## src/rtl/switch_debouncer_if.sv

```systemverilog
// switch_debouncer_if: switch-bank bus between raw pins, the debouncer and its consumers.
// SW_EDGE_FLAGS_EN adds the sw_rise/sw_fall strobes.
interface switch_debouncer_if #(
  parameter int NUM_SW = 10
);
  logic [NUM_SW-1:0] sw_in;
  logic [NUM_SW-1:0] sw_stable;
  logic [NUM_SW-1:0] sw_changed;
  logic              any_changed;
`ifdef SW_EDGE_FLAGS_EN
  logic [NUM_SW-1:0] sw_rise;
  logic [NUM_SW-1:0] sw_fall;
  modport slave (input sw_in, output sw_stable, sw_changed, any_changed, sw_rise, sw_fall);
  modport master (output sw_in, input sw_stable, sw_changed, any_changed, sw_rise, sw_fall);
`else
  modport slave (input sw_in, output sw_stable, sw_changed, any_changed);
  modport master (output sw_in, input sw_stable, sw_changed, any_changed);
`endif
endinterface

```

## src/rtl/switch_debouncer.sv

```systemverilog
// switch_debouncer: synchronizes and debounces a switch bank, emitting registered change strobes.
// SW_EDGE_FLAGS_EN adds registered per-bit rise/fall strobes.
module switch_debouncer #(
  parameter int NUM_SW          = 10,
  parameter int SYNC_STAGES     = 2,
  parameter int DEBOUNCE_CYCLES = 500000
) (
  input  logic              clk,
  input  logic              rst_n,
  switch_debouncer_if.slave sw
);
  localparam int            CW       = $clog2(DEBOUNCE_CYCLES + 1);
  localparam logic [CW-1:0] CNT_LAST = CW'(DEBOUNCE_CYCLES - 1);
  logic [NUM_SW-1:0] sync_q [SYNC_STAGES];
  logic [CW-1:0]     cnt_q  [NUM_SW];
  logic [CW-1:0]     cnt_d  [NUM_SW];
  logic [NUM_SW-1:0] sync;
  logic [NUM_SW-1:0] upd;
  logic [NUM_SW-1:0] stable_q, stable_d;
  logic [NUM_SW-1:0] changed_q;
  logic              any_q;
  assign sync = sync_q[SYNC_STAGES-1];
  // Any sample that agrees with the stable value restarts that bit's count.
  always_comb begin
    upd = '0;
    for (int i = 0; i < NUM_SW; i++) begin
      cnt_d[i] = '0;
      if (sync[i] != stable_q[i]) begin
        upd[i]   = (cnt_q[i] == CNT_LAST);
        cnt_d[i] = upd[i] ? '0 : cnt_q[i] + CW'(1);
      end
    end
    stable_d = stable_q ^ upd;
  end
  always_ff @(posedge clk or negedge rst_n) begin
    if (!rst_n) begin
      for (int s = 0; s < SYNC_STAGES; s++) sync_q[s] <= '0;
      for (int i = 0; i < NUM_SW; i++) cnt_q[i] <= '0;
      stable_q  <= '0;
      changed_q <= '0;
      any_q     <= 1'b0;
    end else begin
      sync_q[0] <= sw.sw_in;
      for (int s = 1; s < SYNC_STAGES; s++) sync_q[s] <= sync_q[s-1];
      cnt_q     <= cnt_d;
      stable_q  <= stable_d;
      changed_q <= upd;
      any_q     <= |upd;
    end
  end
  assign sw.sw_stable   = stable_q;
  assign sw.sw_changed  = changed_q;
  assign sw.any_changed = any_q;
`ifdef SW_EDGE_FLAGS_EN
  logic [NUM_SW-1:0] rise_q, fall_q;
  always_ff @(posedge clk or negedge rst_n) begin
    if (!rst_n) begin
      rise_q <= '0;
      fall_q <= '0;
    end else begin
      rise_q <= upd & sync;
      fall_q <= upd & ~sync;
    end
  end
  assign sw.sw_rise = rise_q;
  assign sw.sw_fall = fall_q;
`else
`endif
endmodule

```

## src/flat_wrapper.sv

```systemverilog
// flat-port wrapper written by rule: the top's interface ports become plain ports
module switch_debouncer_flat 
#(
  parameter int NUM_SW          = 10,
  parameter int SYNC_STAGES     = 2,
  parameter int DEBOUNCE_CYCLES = 500000
)
  (clk, rst_n, sw_sw_in, sw_sw_stable, sw_sw_changed, sw_any_changed);
  switch_debouncer_if #(.NUM_SW(NUM_SW)) sw_i ();
  input  logic clk;
  input  logic rst_n;
  input wire logic [$bits(sw_i.sw_in)-1:0] sw_sw_in;
  output wire logic [$bits(sw_i.sw_stable)-1:0] sw_sw_stable;
  output wire logic [$bits(sw_i.sw_changed)-1:0] sw_sw_changed;
  output wire logic [$bits(sw_i.any_changed)-1:0] sw_any_changed;
  assign sw_i.sw_in = sw_sw_in;
  assign sw_sw_stable = sw_i.sw_stable;
  assign sw_sw_changed = sw_i.sw_changed;
  assign sw_any_changed = sw_i.any_changed;
  switch_debouncer #(.NUM_SW(NUM_SW), .SYNC_STAGES(SYNC_STAGES), .DEBOUNCE_CYCLES(DEBOUNCE_CYCLES)) u_core (.clk(clk), .rst_n(rst_n), .sw(sw_i));
endmodule
```

## config.mk

```make
export PLATFORM = sky130hd
export DESIGN_NAME = switch_debouncer_flat
export DESIGN_NICKNAME = d
export VERILOG_FILES = /design/src/rtl/switch_debouncer_if.sv /design/src/rtl/switch_debouncer.sv /design/src/flat_wrapper.sv
export SDC_FILE = /design/constraint.sdc
export NUM_CORES = 1
export LEC_CHECK = 0
export ABC_CLOCK_PERIOD_IN_PS = 1900
export BUFFER_PORTS_ARGS = -buffer_cell sky130_fd_sc_hd__buf_2
export CAP_MARGIN = 20
export CORE_MARGIN = 5
export CORE_UTILIZATION = 55
export DETAILED_ROUTE_END_ITERATION = 8
export HOLD_SLACK_MARGIN = 0.08
export PLACE_DENSITY = 0.75
export SYNTH_ARGS = -nofsm -noshare
export SYNTH_HDL_FRONTEND = slang
export SYNTH_SLANG_ARGS = --single-unit
```

## constraint.sdc

```tcl
create_clock -name clk -period 1.9 [get_ports clk]
set_input_delay 0.285 -clock clk [delete_from_list [all_inputs] [get_ports clk]]
set_output_delay 0.285 -clock clk [all_outputs]
set_load 0.01 [all_outputs]
```

==> After elaboration in Yosys (flattened, before gate mapping) <==
Cells that the tools add are included.
{ "word_totals": {"regBits": 231, "in_bits": 12, "output_inout_bits": 21, "wordCells": 77} }
{ "op_classes": {"addsub": 10, "n_eq_ne": 20, "mux": 30, "n_bitwise": 1, "reduce_logical": 1} }
{ "ops": {"columns": ["operator", "count"], "rows": [
  ["2-to-1 mux 19 bit", 20],
  ["adder 19 x 1 -> 19 bit (second input constant)", 10],
  ["== test 19 bit (second input constant)", 10],
  ["2-to-1 mux 1 bit", 10],
  ["!= test 1 bit", 10],
  ["OR reduction 10 bit", 1],
  ["bitwise XOR 10 bit", 1]
]} }

==> Logic depth before layout (Yosys ltp) <==
{ "depth": {"depth_word": 3, "ltp_mapped": 9, "ltp_nobuf": 6} }

==> Worst setup path after synthesis <==
No wires, ideal clock.
{ "synth_path": {"path_type": "register to register", "from": "register u_core.cnt_q[7] in the netlist's numbering", "to": "register u_core.cnt_q[12] in the netlist's numbering", "setup_time_ns": 0.119, "t_arrival_ns": 1.963, "t_required_ns": 1.781, "slack_ns": -0.182, "stages_incl_launch_ff": 8, "n_path_buf": 2, "synth_period_minus_slack_ns": 2.082, "path_cell_list": "dfrtp_1 -> or4b_1 -> or4_4 -> nor2_2 -> or2_1 -> buf_6 -> buf_8 -> nor2_1"} }
{ "synth_lines": {"columns": ["element", "line_no", "rtl"], "rows": [
  ["start: declaration", "switch_debouncer.sv:15", "logic [CW-1:0] cnt_q [NUM_SW];"],
  ["start signal: assignment", "switch_debouncer.sv:45", "cnt_q <= cnt_d;"]
]} }

==> results.cfg <==
[worst_setup_path]
required_ns = 2.29
critPathMaxFanout = 9
critPathLaunchType = flop
worstSetupEndpointType = flop
path_class = flop to flop
cp.arrival_ns = 2.44
slowest_stage = or4_4
max_stage_delay_ns = 0.55
worst-path-buf-inv = 1
crit_chain = or4b_1 > or4_4 > nor2_4 > or2_4 > clkbuf_16 > nor2_1
cpLargestDelayFamily = simple AND/OR/NAND/NOR gates

[final_layout]
fin_nets = 1168
antenna_cells = 0
fill_cells = 1388
post-route-util_pct = 68.2
final_area_mm2 = 0.0128
drive_gt1_share_pct = 18.1
final_cells = 1398
area_growth_pct = 22.1

[sta]
hold_violations = 0
fmax_mhz = 489
fin_ws_ns = -0.145
skew_ns = 0.00997
min_period_ns = 2.04
maxSlewViolCount = 0
tightest_slew_ns = 0.576
fin_tns_setup_ns = -3.73
grt_setup_unrepaired = true
fin_crit_sh_pct = 108
finalSetupViolations = 39
slew-limit-headroom_pct = 61.2

[global_route]
antenna_found_initial = 0
grt_pass1_wl_um = 35400
grt_pass1_vias = 7501
grt_max_degree = 74
grt_usage_pct = 19.0
grt_overflow = 0

[floorplan]
die_h_um = 148
ios = 33
fp.dieW_um = 148
dieArea_mm2 = 0.0219
start_util_pct = 55.9
rows = 50
coreArea_mm2 = 0.0188

[power]
power_mw = 10.7
ir_worst_vdd_mv = 0.994
powerDensity_mw_per_mm2 = 837
p_leak_nw = 5.53

[placed_design]
placed_area_mm2 = 0.0115
dp_hpwl_um = 13100
gp_congestion = 0.797
dp_cells = 1336
io_buffers = 32

[clock_tree]
insertion_delay_ns = 0.51
numCtsBuffers = 25
cts_tree = done
cts.sink_count = 231
cts_max_path_buffers = 3
htreeDepth = 1
clk_pin_slew_worst_paths_ns = 0.06
root_buffer = clkbuf_16

[detailed_routing]
wire_per_inst_um = 14.7
via_count = 7526
wirelength_um = 20500
drc = 0
vias_per_cell = 5.38
ant_nets = 0
drt_iter0_drc = 415
dr.pass1.iters = 6

[logic_synthesis]
syn_nets = 1043
ys_ff_latch = 231
ys_seq_area_share_pct = 55.1
ys_types = 40
syn_area_mm2 = 0.0105
ys_warn_count = 0
synth_top_flop_cell = dfrtp_1
avgSynthCellArea_um2 = 10.3
async_reset_ff_share_pct = 100
synth_edf_count = 0
synthCells = 1021

[min_path]
worstHoldPathType = primary input to asynchronous set/reset pin

[run_status]
violations = negative setup slack
status = complete, but fails checks

[flow_run]
drv_cap = 0
==> final cells by class <==
class | instances | area [µm²] | share of cell area (%)
Multi-Input combinational cell | 742 | 4720 | 36.9
Sequential cell | 231 | 5780 | 45.1
Inverter | 28 | 105 | 0.821
Clock inverter | 9 | 176 | 1.38
Timing Repair Buffer | 118 | 990 | 7.73
Tap cell | 234 | 293 | 2.29
Clock buffer | 36 | 737 | 5.75
==> kinds of logic after synthesis <==
kind of cell	count (synthesis)	share of synthesized area [%]
adders and majority gates	10	1.19
muxes	10	1.07
AOI/OAI and AO/OA	11	1.01
buffers and inverters	49	2.09
DFF	231	55.1
xor gates and xnor gates	177	14.8
and+or+nand+nor	533	24.7
==> state kept, by name, indices dropped and copies added, names as in the netlist, named ones only <==
register,flops
u_core.cnt_q,190
u_core.sw.sw_changed,10
u_core.sync,10
u_core.sync_q,10
u_core.sw.any_changed,1
==> repair_timing <==
action,CTS,global route
resized for setup,22,37
pin swaps,10,11
buffers inserted,1,1
cloned,1,3
setup endpoints to repair,40,119
hold buffers,11,0
hold endpoints to repair,142,0
==> where the power goes <==
| part | leakage, nW | internal, mW | switching (mW) |
|---|---|---|---|
| clock network | 0.446 | 3.36 | 1.90 |
| logic | 1.92 | 0.152 | 0.237 |
| registers | 3.16 | 4.99 | 0.0632 |
==> final timing paths <==
path / slack [ns] / to / cells past startpoint / start
min in group clk: 0.35 / u_core.sync[8] / 0 / u_core.sync_q[18]
setup / recovery: -0.14 / u_core.cnt_q[12] / 6 / u_core.cnt_q[6]
max in group asynchronous: 0.89 / u_core.cnt_q[126] / 3 / rst_n
hold / removal: 0.28 / u_core.cnt_q[135] / 2 / rst_n
setup reg to reg: -0.14 / u_core.cnt_q[12] / 6 / u_core.cnt_q[6]
hold reg to reg: 0.35 / u_core.sync[8] / 0 / u_core.sync_q[18]
==> through the flow <==
stage,setup slack [ns],hold slack [ns]
5_1_grt,-0.180,0.310
6_report,-0.145,0.280
4_1_cts,-0.100,0.278
2_1_floorplan,-0.105,-0.0106
3_3_place_gp,-0.0728,0.223
3_5_place_dp,-0.134,0.226
==> per-layer routing <==
| layer | share of wire [%] | track usage, % | up-vias |
|---|---|---|---|
| met5 | 0 | 0 | - |
| li1 | - | - | 3689 |
| met1 | 46 | 26.5 | 3647 |
| met2 | 48 | 30.9 | 142 |
| met3 | 3.2 | 2.93 | 48 |
| met4 | 2.8 | 5.91 | 0 |
==> cells in the mapped netlist (all sizes together) (6+ instances only) <==
master | instances | area [µm²]
and3 | 11 | 68.8
buf | 8 | 65.1
ha | 10 | 125
dfrtp | 231 | 5780
xor2 | 82 | 718
nor4b | 6 | 52.6
xnor2 | 95 | 832
nand3 | 74 | 370
nor3 | 36 | 180
or4 | 7 | 56.3
clkbuf | 13 | 48.8
and4 | 10 | 87.6
nor2 | 233 | 877
inv | 28 | 105
nor4 | 18 | 113
or3 | 8 | 50.1
nand2 | 53 | 199
mux2 | 10 | 113
or2 | 8 | 50.1
nand4 | 44 | 275
==> placed cells by master (no fill, tap or decap), types with 4 or more instances in the layout <==
cell type,n
dlygate4sd3_1,11
or2_4,4
clkbuf_1,4
nor2_4,12
dfrtp_1,231
nor3_1,33
buf_2,31
inv_1,28
and2_1,4
buf_12,8
or4b_1,4
a21oi_1,4
or3_1,8
and3_1,11
nor2b_1,4
clkbuf_8,7
nor4_1,14
nor2_1,209
nand2_1,53
xor2_1,82
or4_4,5
mux2_2,9
clkbuf_16,27
nand4_1,44
bufinv_16,5
nand3_1,72
or2_2,4
xnor2_1,95
nor4b_1,5
nor2_2,12
and4_1,10
buf_4,62
ha_1,9
nor4bb_1,4
==> worst reg2reg max path, stage by stage (launching register included) <==
cell and delay (ns):
dfrtp_1 0.37, or4b_1 0.51, or4_4 0.55, nor2_4 0.11
or2_4 0.18, clkbuf_16 0.17, nor2_1 0.05
(Power assumes the default switching activity.)
